File: src/rtl/pipeline_pkg.sv
// rtl/pipeline_pkg.sv - shared pipeline types: stage payload structs, statistics type, occupancy helper
package pipeline_pkg;

   localparam int PIPE_STAT_W = 32;
   typedef logic [PIPE_STAT_W-1:0] pipe_stat_t;
   localparam pipe_stat_t PIPE_STAT_MAX = '1;

   localparam int XLEN       = 32;
   localparam int REG_ADDR_W = 5;

   typedef logic [XLEN-1:0]       word_t;
   typedef logic [REG_ADDR_W-1:0] reg_addr_t;

   typedef enum logic [3:0] {
      ALU_ADD    = 4'd0,
      ALU_SUB    = 4'd1,
      ALU_AND    = 4'd2,
      ALU_OR     = 4'd3,
      ALU_XOR    = 4'd4,
      ALU_SLL    = 4'd5,
      ALU_SRL    = 4'd6,
      ALU_SRA    = 4'd7,
      ALU_SLT    = 4'd8,
      ALU_SLTU   = 4'd9,
      ALU_PASS_B = 4'd10
   } alu_op_e;

   typedef enum logic [2:0] {
      MEM_NONE = 3'd0,
      MEM_LB   = 3'd1,
      MEM_LH   = 3'd2,
      MEM_LW   = 3'd3,
      MEM_SB   = 3'd4,
      MEM_SH   = 3'd5,
      MEM_SW   = 3'd6
   } mem_op_e;

   typedef enum logic [1:0] {
      WB_SRC_ALU = 2'd0,
      WB_SRC_MEM = 2'd1,
      WB_SRC_PC4 = 2'd2
   } wb_src_e;

   // Stage payloads; instantiators pass $bits(<payload>) as the register WIDTH.
   typedef struct packed {
      word_t pc;
      word_t instr;
   } fetch_payload_t;

   typedef struct packed {
      word_t     pc;
      word_t     rs1_val;
      word_t     rs2_val;
      word_t     imm;
      reg_addr_t rd;
      alu_op_e   alu_op;
      mem_op_e   mem_op;
      wb_src_e   wb_src;
      logic      reg_write;
      logic      use_imm;
   } decode_payload_t;

   typedef struct packed {
      word_t     pc;
      word_t     alu_result;
      word_t     store_data;
      reg_addr_t rd;
      mem_op_e   mem_op;
      wb_src_e   wb_src;
      logic      reg_write;
   } execute_payload_t;

   typedef struct packed {
      word_t     pc;
      word_t     alu_result;
      word_t     mem_rdata;
      reg_addr_t rd;
      wb_src_e   wb_src;
      logic      reg_write;
   } memory_payload_t;

   typedef struct packed {
      reg_addr_t rd;
      word_t     wb_data;
      logic      reg_write;
   } writeback_payload_t;

   localparam int FETCH_PAYLOAD_W     = $bits(fetch_payload_t);
   localparam int DECODE_PAYLOAD_W    = $bits(decode_payload_t);
   localparam int EXECUTE_PAYLOAD_W   = $bits(execute_payload_t);
   localparam int MEMORY_PAYLOAD_W    = $bits(memory_payload_t);
   localparam int WRITEBACK_PAYLOAD_W = $bits(writeback_payload_t);

   // Width needed to count 0..depth valid slices.
   function automatic int occ_width(input int depth);
      return $clog2(depth + 1);
   endfunction

endpackage

File: src/rtl/pipe_slice.sv
// rtl/pipe_slice.sv - one valid+payload register slice with load, flush clear and optional payload zeroing
module pipe_slice #(
   parameter int WIDTH      = 32,
   parameter bit CLEAR_DATA = 1'b1
) (
   input  logic             clock,
   input  logic             reset,
   input  logic             i_flush,
   input  logic             i_load,
   input  logic             i_valid,
   input  logic [WIDTH-1:0] i_data,
   output logic             o_valid,
   output logic             o_valid_next,
   output logic [WIDTH-1:0] o_data
);

   logic             r_valid;
   logic [WIDTH-1:0] r_data;

   // Next valid is exported so the parent can popcount the post-edge state.
   always_comb begin
      o_valid_next = r_valid;
      if (reset || i_flush) begin
         o_valid_next = 1'b0;
      end else if (i_load) begin
         o_valid_next = i_valid;
      end
   end

   always_ff @(posedge clock) begin
      r_valid <= o_valid_next;
      if (reset) begin
         r_data <= '0;
      end else if (i_flush) begin
         if (CLEAR_DATA) begin
            r_data <= '0;
         end
      end else if (i_load) begin
         if (i_valid) begin
            r_data <= i_data;
         end else if (CLEAR_DATA) begin
            r_data <= '0;
         end
      end
   end

   assign o_valid = r_valid;
   assign o_data  = r_data;

endmodule

File: src/rtl/pipe_stage_reg.sv
// rtl/pipe_stage_reg.sv - elastic DEPTH-slice pipeline register with backpressure and flush
// Optional statistics counters are built when PIPE_STAGE_STATS_EN is defined.
module pipe_stage_reg
   import pipeline_pkg::*;
#(
   parameter int WIDTH      = 32,
   parameter int DEPTH      = 1,
   parameter bit CLEAR_DATA = 1'b1
) (
   input  logic                        clock,
   input  logic                        reset,
   input  logic                        flush,
   input  logic                        in_valid,
   output logic                        in_ready,
   input  logic [WIDTH-1:0]            in_data,
   output logic                        out_valid,
   input  logic                        out_ready,
   output logic [WIDTH-1:0]            out_data,
   output logic [occ_width(DEPTH)-1:0] occupancy
`ifdef PIPE_STAGE_STATS_EN
   ,
   output pipe_stat_t                  stall_cycles,
   output pipe_stat_t                  bubble_cycles
`endif
);

   localparam int OCC_W = occ_width(DEPTH);

   logic [DEPTH-1:0] w_v;
   logic [DEPTH-1:0] w_v_next;
   logic [DEPTH-1:0] w_load;
   logic [DEPTH-1:0] w_src_v;
   logic [WIDTH-1:0] w_src_d [DEPTH];
   logic [WIDTH-1:0] w_d     [DEPTH];
   logic [OCC_W-1:0] w_occ_next;
   logic [OCC_W-1:0] r_occ;

   for (genvar i = 0; i < DEPTH; i++) begin : g_slice
      if (i == 0) begin : g_head
         assign w_src_v[i] = in_valid;
         assign w_src_d[i] = in_data;
      end else begin : g_link
         assign w_src_v[i] = w_v[i-1];
         assign w_src_d[i] = w_d[i-1];
      end

      pipe_slice #(
         .WIDTH      (WIDTH),
         .CLEAR_DATA (CLEAR_DATA)
      ) u_slice (
         .clock        (clock),
         .reset        (reset),
         .i_flush      (flush),
         .i_load       (w_load[i]),
         .i_valid      (w_src_v[i]),
         .i_data       (w_src_d[i]),
         .o_valid      (w_v[i]),
         .o_valid_next (w_v_next[i]),
         .o_data       (w_d[i])
      );
   end

   // Ready ripples from the output back to slice 0 so a full pipe advances without a bubble.
   always_comb begin : p_ready_chain
      logic w_carry;
      w_load  = '0;
      w_carry = out_ready;
      for (int i = DEPTH - 1; i >= 0; i--) begin
         w_load[i] = !w_v[i] || w_carry;
         w_carry   = w_load[i];
      end
   end

   always_comb begin
      w_occ_next = '0;
      for (int i = 0; i < DEPTH; i++) begin
         w_occ_next = w_occ_next + OCC_W'(w_v_next[i]);
      end
   end

   always_ff @(posedge clock) begin
      r_occ <= w_occ_next;
   end

   assign in_ready  = w_load[0] && !flush && !reset;
   assign out_valid = w_v[DEPTH-1];
   assign out_data  = w_d[DEPTH-1];
   assign occupancy = r_occ;

`ifdef PIPE_STAGE_STATS_EN
   pipe_stat_t r_stall_cycles;
   pipe_stat_t r_bubble_cycles;

   // Saturating counters; flush deliberately leaves them running.
   always_ff @(posedge clock) begin
      if (reset) begin
         r_stall_cycles  <= '0;
         r_bubble_cycles <= '0;
      end else begin
         if (out_valid && !out_ready && (r_stall_cycles != PIPE_STAT_MAX)) begin
            r_stall_cycles <= r_stall_cycles + pipe_stat_t'(1);
         end
         if (!out_valid && (r_bubble_cycles != PIPE_STAT_MAX)) begin
            r_bubble_cycles <= r_bubble_cycles + pipe_stat_t'(1);
         end
      end
   end

   assign stall_cycles  = r_stall_cycles;
   assign bubble_cycles = r_bubble_cycles;
`else
   // Default build carries no statistics state.
`endif

endmodule

File: config.mk
export PLATFORM = sky130hd
export DESIGN_NAME = pipe_stage_reg
export DESIGN_NICKNAME = d
export VERILOG_FILES = /design/src/rtl/pipeline_pkg.sv /design/src/rtl/pipe_slice.sv /design/src/rtl/pipe_stage_reg.sv
export SDC_FILE = /design/constraint.sdc
export NUM_CORES = 1
export LEC_CHECK = 0
export BUFFER_PORTS_ARGS = -buffer_cell sky130_fd_sc_hd__buf_4
export CORE_ASPECT_RATIO = 0.5
export CORE_MARGIN = 1.5
export CORE_UTILIZATION = 42
export CTS_CLUSTER_DIAMETER = 120
export DETAILED_ROUTE_END_ITERATION = 6
export MAX_ROUTING_LAYER = met4
export PLACE_DENSITY = 0.78
export SETUP_SLACK_MARGIN = 0.3
export SLEW_MARGIN = 0
export SYNTH_ARGS = -nofsm -noshare
export SYNTH_HDL_FRONTEND = slang
export SYNTH_SLANG_ARGS = --single-unit
export TNS_END_PERCENT = 30
File: constraint.sdc
create_clock -name clock -period 1.6 [get_ports clock]
set_input_delay 0.16 -clock clock [delete_from_list [all_inputs] [get_ports clock]]
set_output_delay 0.16 -clock clock [all_outputs]
set_load 0.02 [all_outputs]
* Word level (Yosys, flattened, before mapping)
Cells that the tools add are included.
Cells by class: muxes and demuxes 2, reduce and logical (&&, ||, !) cells 8
Operators with widths (number):
- two-way mux 32 bit | 1
- logical NOT 1 bit | 3
- logical AND 1 bit | 2
- logical OR 1 bit | 2
- OR reduction 2 bit | 1
- two-way mux 1 bit | 1
Word-level totals: bits of input ports 37, output and inout port bits 35, logic and storage cells 12, flip-flop bits (word level) 33

* Logic depth before layout (Yosys ltp)
Gate-level depths: netlist (run 1).
depth in word-level cells 4, gate-level depth with buffers 6, depth with buffers taken out 3

* Modules after synthesis
From an unflattened synthesis (run 1), not the netlist that was laid out.
Unflattened totals: cell total of the unflattened synthesis 150, area total of the unflattened synthesis 1468.9 um^2
By module, submodules not included:
- pipe_slice | times used 1, cells each 147, area an instance 1422.6 um^2, sequential area each 660.6 um^2
- pipe_stage_reg | times used 1, cells each 3, area an instance 46.3 um^2, sequential area each 20.0 um^2

* Worst setup path before layout (run 1)
OpenSTA, ideal clock, no wires.
path kind register to register, start point register g_slice[0].u_slice.r_valid, end point register g_slice[0].u_slice.r_data[12], required time 1.534 ns, library setup time 0.066 ns, arrival 1.240 ns, path buffers 2, clock period less this slack 1.306 ns, setup slack 0.294 ns, cell stages (with the launch flop) 6, path through dfxtp_1 -> nor2b_1 -> buf_2 -> clkbuf_1 -> nand2_1 -> a21oi_2
Between the ends: word-level cells in the longest chain between the ends 2
RTL lines:
- start, declared | RTL line pipe_slice.sv:17 | logic r_valid;
- start signal, assigned | RTL line pipe_slice.sv:31 | r_valid <= o_valid_next;
- logical NOT 1 bit | RTL line pipe_stage_reg.sv:69 | w_load[i] = !w_v[i] || w_carry;
- logical OR 1 bit | RTL line pipe_stage_reg.sv:69
- end signal, assigned | RTL line pipe_slice.sv:40 | r_data <= i_data;
- end, declared | RTL line pipe_slice.sv:18 | logic [WIDTH-1:0] r_data;
Every way passes these cells. A chain may end at the register's enable or synchronous reset.

* Worst setup path in the final report (run 1)
start point register g_slice[0].u_slice.r_valid, end point register g_slice[0].u_slice.r_data[7]
The elaborated chain is that of the path after synthesis.

==> results.md, run 1 <==
- The floorplan core area is 2670 µm².
- In the routed layout, each cell is associated on average with a via count of 4.62.
- The path length in cells of the critical path is 3.
- The headroom to the max-slew limit is 45.8%.
- Adding up every negative setup slack in the final design gives 0 ps.
- The slowest stage of the critical path belongs to the cell sky130_fd_sc_hd__o21bai_2.
- The number of distinct library cells after synthesis is 15.
- The die covers 3240 µm².
- TritonCTS built the clock tree.
- After layout, the worst path uses 84.5% of the clock period.
- The total global-route track usage is 21.3%.
- The share of total power dissipated in the clock network is 35.9%.
- The overall die height is 41.0 µm.
- The critical path goes through nor2b_4, o21bai_2, a21oi_1.
- Hold is met by 132 ps.
- The worst register-to-register path ends at g_slice[0].u_slice.o_data[7].
- The fmax is 0.740 GHz.
- The die width is 79.1 µm.
- The delay of the slowest cell on the worst path is 660 ps.
- Setup repair after global routing could not meet its margin everywhere.
- The number of antenna violations at the first check in global routing is 0.
- The largest net degree at the start of global routing is 30.
- The number of antenna diodes in the final layout is 0.
- Internal power comes to 0.00131 W.
- The number of nets in the synthesized netlist is 184.
- For this configuration, the core starts out at a cell density of 45.5%.
- In this design, the largest share of critical-path delay is due to compound AO/OA/AOI/OAI gates.
- The number of register bits inferred by synthesis is 33.
- Tracing the worst setup path back leads to its startpoint at g_slice[0].u_slice.o_valid.
- The post-layout net count is 258.
- Of the total power, the share spent switching nets is 23.4%.
- Combinational logic is responsible for 14.0% of the overall power.
- The mean instance size in the synthesized netlist is 8.26 µm².
- After detailed routing, the total wire length is 3240 µm.
- For this run, global-route usage on met1 was measured as 23.8%.
- The number of hold-slack violations in the final timing report is 0.
- The count of nets left with antenna violations once routing finished came out at 0.
- met2 is the most crowded layer.
- Hold repair after CTS inserted 0 buffers.
- The DRC violation count after routing is 0.
- The average wire length per cell after detail routing is 12.6 µm.
- The ratio of total power to cell area is 881 nW/µm².
- The first global-routing pass estimated 4830 µm of wire.
- The smallest clock period supported by the final layout is computed as 1350 ps.
- After synthesis the cells add up to 1210 µm².
- The share of total power in sequential cells is 50.1%.
- Across all layers, the routed design uses 1,192 vias.
- Following the worst setup path forward leads to its endpoint at g_slice[0].u_slice.o_data[7].
- The critical path is of the reg -> reg type.
- VDD sags by at most 0.529 mV.
- TritonCTS created 5 clock buffers.
- During placement, the flow inserted port buffers numbering 71.
- The total count of max-transition violations in the final report is 0.
- The routability congestion estimate is 0.728.
- Counting cells, the worst reg-to-reg path comes to 3.
- The total of fill cells in the finished design is 225.
- Between clock sinks in the finished design, the worst skew comes to 3.96 ps.
- The min-delay analysis places its worst path in the category in -> reg.
- STA puts the critical path data required time at 1730 ps.
- Setup violations remaining at the end of the flow were counted as 0.
- The run finished with clean final reports.
- The routing usage on met3 is 7.56%.
- The reported leakage power is 0.918 nW.
- The total buffers and inverters traversed by the critical path is 0.
- The via count of the first global-routing pass is 1,069.
- The cell sitting at the root of the clock tree is a sky130_fd_sc_hd__clkbuf_8.
- In this run the critical register-to-register path is launched from g_slice[0].u_slice.o_valid.
- In this run the deepest clock path goes through 2 buffers.
- The kind of end point of the critical path is a register.
- During synthesis, Yosys emitted a total of 0 warnings.
- The count of clock tree sinks is 33.
- The net switching power is 0.000402 W.
- The count of maximum capacitance violations is 0.
- STA classifies the critical path startpoint as a register.
- The clock edge transition at the registers on the reported setup and hold paths is 60 ps.
- Of the cells placed in the final design, the portion with a size suffix greater than 1 is 44.8%.
- The area growth from synthesis to layout is 60.4%.
- For the worst-skew pair, the clock arrives at the later sink with an insertion delay of 270 ps.
- Pin placement for this block handled 72 I/O pins.
- The number of optimization iterations in the first detailed-route pass is 4.
- The initial DRC count is 25.
- The setup check on the worst reg-to-reg path leaves a slack of 250 ps.
- The largest fanout of any net on the critical path is 14.
- Data on the critical path arrives at its endpoint at 1480 ps.
- Counting every instance in the synthesized netlist gives 147.
- The total global routing overflow is 0.
- The total number of placement rows is 13.
- The sum of net half-perimeters after detailed placement is 1960 µm.
- Global routing consumed, on the met2 layer, 37.0% of the routing resources.
- Summing the sequential cell areas from Yosys gives 54.4% of the chip area.
- The pin slew with the least headroom to its limit is 812 ps.
- The clock tree synthesis step divided the H-tree into 2 levels.
-- worst min-delay path, delay by kind of cell --
family | cells | cell delay [ps]
and+or+nand+nor | 1 | 40
AOI/OAI and AO/OA | 1 | 50
buffers and inverters | 1 | 110
-- cells in the mapped netlist --
cell / instances / area share, %
sky130_fd_sc_hd__nor2b_1: 1 / 0.52
sky130_fd_sc_hd__buf_6: 2 / 1.9
sky130_fd_sc_hd__nand2b_1: 1 / 0.52
sky130_fd_sc_hd__nand3_1: 4 / 1.6
sky130_fd_sc_hd__a21oi_2: 9 / 6.5
sky130_fd_sc_hd__buf_2: 5 / 2.1
sky130_fd_sc_hd__nand2_1: 60 / 19
sky130_fd_sc_hd__nor2_1: 1 / 0.31
sky130_fd_sc_hd__buf_4: 1 / 0.62
sky130_fd_sc_hd__or2_0: 1 / 0.52
sky130_fd_sc_hd__o21bai_4: 1 / 1.5
sky130_fd_sc_hd__inv_1: 1 / 0.31
sky130_fd_sc_hd__clkbuf_1: 4 / 1.2
sky130_fd_sc_hd__a21oi_1: 23 / 9.5
sky130_fd_sc_hd__dfxtp_1: 33 / 54
-- cell type report --
class,instances,area (µm²),area share [%]
inverters,1,3.75,0.193
clock buffers,7,86.3,4.43
repair buffers,78,639,32.8
well taps,37,46.3,2.38
multi-input cells,102,510,26.2
flip-flops and latches,33,662,34.0
-- power groups by stage --
stage	combinational, W	clock (W)	sequential [W]
2_1_floorplan	0.0000728	0	0.000907
3_3_place_gp	0.000218	0	0.000877
3_5_place_dp	0.000221	0	0.000878
4_1_cts	0.000234	0.000624	0.000860
5_1_grt	0.000261	0.000665	0.000863
6_report	0.000241	0.000616	0.000860
-- worst min path at each step --
stage | slack [ps] | depth (start not counted) | endpoint | start
after floorplan | 300 | 2 | g_slice[0].u_slice.o_data[0] | in_data[0]
after global placement | 420 | 3 | g_slice[0].u_slice.o_data[31] | in_data[31]
after detailed placement | 420 | 3 | g_slice[0].u_slice.o_data[0] | in_data[0]
after CTS | 130 | 3 | g_slice[0].u_slice.o_data[9] | in_data[9]
after global routing | 120 | 3 | g_slice[0].u_slice.o_data[8] | in_data[8]
final | 130 | 3 | g_slice[0].u_slice.o_data[28] | in_data[28]
-- stage by stage --
step | instance area (µm²) | setup slack [ps] | std cells | total power [W] | util [%]
5_1_grt | 1950 | 201 | 258 | 0.00179 | 73.0
4_1_cts | 1910 | 245 | 256 | 0.00172 | 71.8
3_3_place_gp | 1760 | 272 | 246 | 0.00110 | 66.0
2_1_floorplan | 1220 | 299 | 147 | 0.000980 | -
6_report | 1950 | 248 | 258 | 0.00172 | 73.0
3_5_place_dp | 1760 | 222 | 246 | 0.00110 | 66.0
-- sequential cells by signal (all words and copies together) (netlist names) --
| name | flops |
|---|---|
| g_slice.u_slice.o_data | 32 |
| g_slice.u_slice.o_valid | 1 |
-- layer usage --
layer  routed length [µm]  share of wire (%)  vias to the layer above
met2                 1640                 51                       31
met1                 1430                 44                      540
li1                     -                  -                      619
met4                   12               0.37                        0
met3                  162                5.0                        2
met5                    0                  0                        -
-- logic make-up (layout without fill, tap and decap cells) --
group | count (synthesis) | count (layout) | synth area share (%)
AO/OA/AOI/OAI | 33 | 34 | 17.5
buffers and inverters | 13 | 86 | 6.08
flip-flops | 33 | 33 | 54.4
AND/OR/NAND/NOR | 68 | 68 | 22.0
-- layout by cell type, fill, tap and decap left out, drive strengths merged --
cell type and n:
clkbuf 7, nor2b 1, nand3 4, buf 77, nand2b 1, o21bai 2, nand2 60, nor2 1
inv 1, a21oi 32, bufbuf 1, or2 1, dfxtp 33
-- what timing repair did --
| action | 4_1_cts | 5_1_grt |
|---|---|---|
| setup endpoints to repair | 30 | 30 |
| buffers inserted | 2 | 1 |
| pin swaps | 0 | 2 |
| gates resized for setup | 5 | 4 |
| endpoints found under the hold margin | 0 | 0 |
| gates cloned | 1 | 1 |
Note: power is estimated with default switching activity, not from simulation.
==> run 2: changes to the inputs <==
clock period = 1.3 ns   (was 1.6 ns; I/O delays follow)
==> run 2 against run 1 <==
Power is 24% higher; sequential share of layout area shrank 0.93 points; count of clock-buffer cells in the layout did not move; first-iteration DRC count fell by 24%; non-clock buffer count rose by 5; cell count grew 1.6%; clock power up 24%; flip-flop and latch count stayed put; via count rose by 3.9%.
==> results.md, run 2 (synthesis gave the netlist of run 1 again) <==
- The start point of the critical path is g_slice[0].u_slice.o_valid.
- The switching fraction of total power was 23.7% (+0.26 points).
- The total of fill cells in the finished design is 196 (-13%).
- The pin slew with the least headroom to its limit is 152 ps (-659 ps).
- The number of hold-slack violations in the final timing report is 0 (unchanged).
- The ratio of total power to cell area was 1060 nW/µm² (+20%).
- The clock edge transition at the registers on the reported setup and hold paths was 60 ps (about the same).
- Setup repair after global routing could not meet its margin everywhere.
- The clock skew after layout is 2.03 ps (-1.93 ps).
- The number of optimization iterations in the first detailed-route pass is 4 (unchanged).
- The die area is 3240 µm² (unchanged).
- By startpoint and endpoint, the worst setup path is classified as reg -> out.
- The total power is 0.00213 W (+24%).
- Timing would allow up to 0.836 GHz.
- The count of input and output buffers was 71 (unchanged).
- The count of endpoints failing setup in the final report came to 0 (unchanged).
- The total global-route track usage is 19.3% (-2.0 points).
- The layout cell share with drive strength beyond 1 was 45.8% (+0.98 points).
- The CTS tree is done.
- The count of maximum capacitance violations is 0 (unchanged).
- The worst path arrival time came to 1070 ps (-410 ps).
- The post-route antenna net violation count is 0 (unchanged).
- The number of vias per cell after detailed routing is 4.73 (+2.3%).
- The initial core utilization was 45.5% (unchanged).
- The area after detailed placement is 1810 µm² (+2.8%).
- The CTS buffer count is 5 (unchanged).
- The summed area of non-filler cells in the final layout came to 2010 µm² (+3.2%).
- The data required time of the critical path is 1170 ps (-560 ps).
- The flip-flop count of the largest register after layout is 32 (unchanged).
- The insertion delay to the later sink of the worst-skew pair was 280 ps (about the same).
- The initial DRC count is 19 (-24%).
- The sort of element at the start of the critical path is a register.
- The minimum period implied by the final worst setup slack is 1200 ps.
- The internal power contribution is 0.00163 W (+24%).
- The reported leakage power is 0.957 nW (+4.3%).
- The overall die height is 41.0 µm (unchanged).
- The buffer levels on the longest clock path is 2 (unchanged).
- The post-route clock period utilization is 92.1%.
- The critical register-to-register path startpoint is g_slice[0].u_slice.o_valid.
- The sum of net half-perimeters after detailed placement is 2200 µm (+13%).
- The total vias in the final route is 1,238 (+3.9%).
- The via count of the first global-routing pass came to 977 (-8.6%).
- The total number of placement rows is 13 (unchanged).
- The headroom to the max-slew limit came to 89.8% (+44 points).
- The total area of multi-input combinational cells was 503 µm² (-1.5%).
- The die width is 79.1 µm (unchanged).
- The number of inserted diodes came to 0 (unchanged).
- The area growth from synthesis to layout is 65.5%.
- The net switching power is 0.000506 W (+26%).
- The class of the tightest hold or removal check is in -> reg.
- The share of total power in sequential cells is 49.5% (-0.6 points).
- The area occupied by registers is 664 µm² (+0.38%).
- The H-tree depth came to 2 (unchanged).
- The flow ran to the end, and the final reports show no timing, DRC or antenna violations.
- The I/O pin count is 72 (unchanged).
- The kind of end point of the critical path is a primary output.
- The post-route setup TNS was 0 ps (unchanged).
- The total global routing overflow was 0 (unchanged).
- The wire length after detailed routing is 3280 µm (+1.2%).
- The final-layout worst hold slack is 96.9 ps (-34.7 ps).
- The maximum vdd drop came to 0.769 mV (+45%).
- The average wire length per cell after detail routing was 12.5 µm (-0.34%).
- The part of the total power dissipated in combinational logic is 14.7% (+0.7 points).
- The largest fanout of any net on the critical path came to 2 (-12).
- The largest net degree at the start of global routing came to 23 (-23%).
- In the layout the commonest cells are sky130_fd_sc_hd__buf_4, sky130_fd_sc_hd__nand2_1, sky130_fd_sc_hd__dfxtp_1, sky130_fd_sc_hd__a21oi_1, sky130_fd_sc_hd__a21oi_2.
- The first-pass GRT wire length is 4380 µm (-9.3%).
- The launch instance of the worst min-delay path is in_data[26].
- The floorplan core area is 2670 µm² (unchanged).
- The count of clock tree sinks is 33 (unchanged).
- Leaving out fill and tap cells, the most frequent cell in the layout is sky130_fd_sc_hd__buf_4.
- The clock group share of total power is 35.9% (about the same).
- The cell sitting at the root of the clock tree is a sky130_fd_sc_hd__clkbuf_8.
- The DRC violation count after routing came to 0 (unchanged).
- The number of antenna violations at the first check in global routing came to 0 (unchanged).
- The post-layout net count is 262 (+1.6%).
- The total count of max-transition violations in the final report is 0 (unchanged).
- The routability congestion estimate is 0.763 (+4.9%).
==> run 2: final cells by class <==
cell class,instances,share of cell area [%]
Tap cell,37,2.30
Timing Repair Buffer,83,35.2
Inverter,1,0.187
Clock buffer,7,4.29
Multi-Input combinational cell,101,25.0
Sequential cell,33,33.0
==> run 2: timing repair <==
action,4_1_cts,5_1_grt
buffers inserted,3,0
hold buffers,0,0
endpoints found under the hold margin,0,0
gates resized for setup,7,3
pin swaps,1,0
endpoints found under the setup margin,34,36
cloned,0,2
==> run 2: final timing paths <==
path                                                 endpoint  slack, ps  cells past startpoint
worst max-delay path                                 in_ready        100                      4
worst min-delay path            g_slice[0].u_slice.o_data[26]        100                      3
worst max register to register     g_slice[0].u_slice.o_valid        170                      5
worst min register to register  g_slice[0].u_slice.o_data[31]        450                      2
==> run 2: power groups by stage <==
stage               logic [W]  registers (W)  clock network (W)
finish               0.000313        0.00106           0.000766
global route         0.000337        0.00106           0.000820
CTS                  0.000299        0.00106           0.000780
detailed placement   0.000286        0.00108                  0
global placement     0.000280        0.00108                  0
floorplan           0.0000922        0.00112                  0
==> run 2: critical path, stage by stage, from the launching register on <==
cell and delay, ps:
sky130_fd_sc_hd__dfxtp_4 340, sky130_fd_sc_hd__nor2b_4 120, sky130_fd_sc_hd__buf_6 110, sky130_fd_sc_hd__nor2_4 90, sky130_fd_sc_hd__buf_6 130
==> run 2: per-layer routing <==
layer / global-route usage (%) / vias up / wire, µm
met1: 21.4 / 567 / 1370
li1: - / 627 / -
met2: 34.4 / 37 / 1700
met4: 9.21 / 0 / 47
met3: 5.33 / 7 / 163
met5: - / - / 0
==> run 2: per-stage QoR <==
stage                     utilization [%]  instances  worst slack (ps)
after CTS                            73.0        260               132
after floorplan                         -        147               142
after global placement               67.9        250               208
final                                75.4        262               103
after detailed placement             67.9        250               168
after global routing                 75.4        262              84.8
==> run 3: changes to the inputs <==
CORE_UTILIZATION = 40   (was 42)
PLACE_DENSITY = 0.75   (was 0.78)
==> run 3 against run 2 <==
Flip-flop and latch count stayed put; global-route usage is 0.18 points lower; hold slack better by 5.6 ps; clock power is 11% lower; critical endpoint unchanged; critical path type unchanged; cell count is 1.5% lower.
==> results.md, run 3 (synthesis gave the netlist of run 1 again) <==
- The wire length after detailed routing is 2990 µm (-8.9%).
- The pin slew with the least headroom to its limit is 177 ps (+25.1 ps).
- The initial core utilization was 44.5% (-1.1 points).
- The flip-flop count of the largest register after layout was 32 (unchanged).
- Leaving out fill and tap cells, the most frequent cell in the layout is sky130_fd_sc_hd__buf_4.
- The post-route clock period utilization came to 91.3% (-0.72 points).
- The DRC violation count after routing is 0 (unchanged).
- The run finished with clean final reports.
- The average wire length per cell after detail routing was 11.6 µm (-7.5%).
- The count of maximum capacitance violations came to 0 (unchanged).
- The H-tree depth was 2 (unchanged).
- The headroom to the max-slew limit is 88.2% (-1.6 points).
- The sum of net half-perimeters after detailed placement is 2130 µm (-3.1%).
- The data required time of the critical path was 1170 ps (about the same).
- The largest individual stage delay along the critical path comes from the cell sky130_fd_sc_hd__dfxtp_4.
- The die area is 3400 µm² (+4.7%).
- The largest fanout of any net on the critical path is 2 (unchanged).
- The number of optimization iterations in the first detailed-route pass is 5 (+1).
- The number of inserted diodes is 0 (unchanged).
- The clock edge transition at the registers on the reported setup and hold paths is 70 ps (about the same).
- The class of the tightest hold or removal check is in -> reg.
- The startpoint-to-endpoint class of the critical path is reg -> out.
- The delay of the slowest cell on the worst path came to 340 ps (about the same).
- The worst reg-to-reg path cell count is 5 (unchanged).
- The largest net degree at the start of global routing is 30 (+30%).
- The routability congestion estimate is 0.738 (-3.3%).
- The count of input and output buffers was 71 (unchanged).
- Setup repair after global routing could not meet its margin everywhere.
- The minimum period implied by the final worst setup slack is 1190 ps (-9.31 ps).
- The total of fill cells in the finished design is 240 (+22%).
- The insertion delay to the later sink of the worst-skew pair was 280 ps (about the same).
- The endpoint of the lowest-slack register-to-register path is g_slice[0].u_slice.o_data[8].
- The post-route antenna net violation count is 0 (unchanged).
- The final-layout worst hold slack is 103 ps (+5.55 ps).
- The start point of the critical path is g_slice[0].u_slice.o_valid.
- The post-layout net count is 259 (-1.1%).
- The reported leakage power is 0.912 nW (-4.7%).
- The worst register-to-register path begins at g_slice[0].u_slice.o_valid.
- The clock skew after layout is 5.53 ps (+3.50 ps).
- The first-pass GRT wire length was 4870 µm (+11%).
- The sort of element at the start of the critical path is a register.
- The total count of max-transition violations in the final report came to 0 (unchanged).
- Leaving out fill and tap cells, the most frequent cells in the layout are sky130_fd_sc_hd__buf_4, sky130_fd_sc_hd__nand2_1, sky130_fd_sc_hd__dfxtp_1, sky130_fd_sc_hd__a21oi_1, sky130_fd_sc_hd__a21oi_2.
- The count of clock tree sinks is 33 (unchanged).
- The CTS buffer count came to 5 (unchanged).
- Walking the worst path, the cells encountered are nor2b_4, buf_12, nor2_4, buf_6.
- The floorplan core area was 2730 µm² (+2.4%).
- The initial DRC count is 34 (+15).
- The total global-route track usage came to 19.2% (-0.18 points).
- The ratio of total power to cell area is 1060 nW/µm² (-0.24%).
- The number of vias per cell after detailed routing is 4.65 (-1.6%).
- The total global routing overflow is 0 (unchanged).
- The buffer levels on the longest clock path is 2 (unchanged).
- CTS placed an instance of sky130_fd_sc_hd__clkbuf_8 at the clock tree root.
- The kind of end point of the critical path is a primary output.
- The number of buffers inserted by hold repair at cts is 0 (unchanged).
- The worst path arrival time is 1060 ps (about the same).
- The register-to-register setup slack came to 180 ps (about the same).
- The area after detailed placement came to 1800 µm² (-0.41%).
- The number of antenna violations at the first check in global routing is 0 (unchanged).
- Relative to the synthesized area, the layout overhead comes to 58.1%.
- The layout cell share with drive strength beyond 1 is 44.8% (-0.98 points).
- The number of hold-slack violations in the final timing report is 0 (unchanged).
- The via count of the first global-routing pass is 1,104 (+13%).
- The fmax is 0.842 GHz (+0.78%).
- The critical path ends at in_ready.
- The I/O pin count is 72 (unchanged).
- The die width is 80.9 µm (+2.4%).
- The summed area of non-filler cells in the final layout came to 1920 µm² (-4.5%).
- The final cell utilization of the core is 70.3% (-5.1 points).
- The total number of placement rows came to 13 (unchanged).
- The CTS tree is done.
- The count of endpoints failing setup in the final report came to 0 (unchanged).
- The maximum vdd drop came to 0.626 mV (-19%).
- The post-route setup TNS is 0 ps (unchanged).
- The overall die height came to 42.0 µm (+2.3%).
- The total vias in the final route is 1,199 (-3.2%).
-- run 3: critical path: cells and delay by family (launching register included) --
family	cells	cell delay (ps)
buffers and inverters	2	240
and+or+nand+nor	2	210
DFF	1	340
-- run 3: how the worst min path moves through the flow --
| stage | end | start | slack, ps | cells past startpoint |
|---|---|---|---|---|
| CTS | g_slice[0].u_slice.o_data[31] | in_data[31] | 100 | 3 |
| global route | g_slice[0].u_slice.o_data[4] | in_data[4] | 100 | 3 |
| detailed placement | g_slice[0].u_slice.o_data[31] | in_data[31] | 400 | 3 |
| global placement | g_slice[0].u_slice.o_data[31] | in_data[31] | 390 | 3 |
| floorplan | g_slice[0].u_slice.o_data[0] | in_data[0] | 270 | 2 |
| finish | g_slice[0].u_slice.o_data[0] | in_data[0] | 100 | 3 |
-- run 3: final cells by class --
cell class	count	area, µm²	share of cell area (%)
Multi-Input combinational cell	101	495	25.8
Tap cell	37	46.3	2.41
Timing Repair Buffer	80	637	33.2
Clock buffer	5	68.8	3.58
Clock inverter	1	5.00	0.261
Sequential cell	33	664	34.6
Inverter	1	3.75	0.195
-- run 3: repair_timing --
item                       in CTS  in global routing
setup buffers                   3                  0
resized for setup               4                  1
setup endpoints to repair      34                 36
pin swaps                       1                  0
cloned                          0                  0
-- run 3: per-stage QoR --
stage / setup WS, ps / power, W / cells
global placement: 199 / 0.00136 / 249
floorplan: 142 / 0.00121 / 147
global route: 76.8 / 0.00213 / 258
finish: 113 / 0.00203 / 258
detailed placement: 148 / 0.00136 / 249
CTS: 127 / 0.00205 / 258
-- run 3: per-layer routing --
metal | up-vias | wire (µm) | share of wire [%] | GRT usage (%)
met5 | - | 0 | 0 | -
li1 | 614 | - | - | -
met4 | 0 | 10 | 0.33 | 6.21
met1 | 543 | 1280 | 43 | 22.0
met3 | 2 | 197 | 6.6 | 5.87
met2 | 40 | 1500 | 50 | 32.2
-- run 3: power breakdown --
| group | switching [W] | internal, W | leakage [nW] |
|---|---|---|---|
| Clock | 0.000334 | 0.000351 | 0.0399 |
| Combinational | 0.000137 | 0.000156 | 0.603 |
| Sequential | 0.0000154 | 0.00104 | 0.269 |
| Total | 0.000486 | 0.00155 | 0.912 |
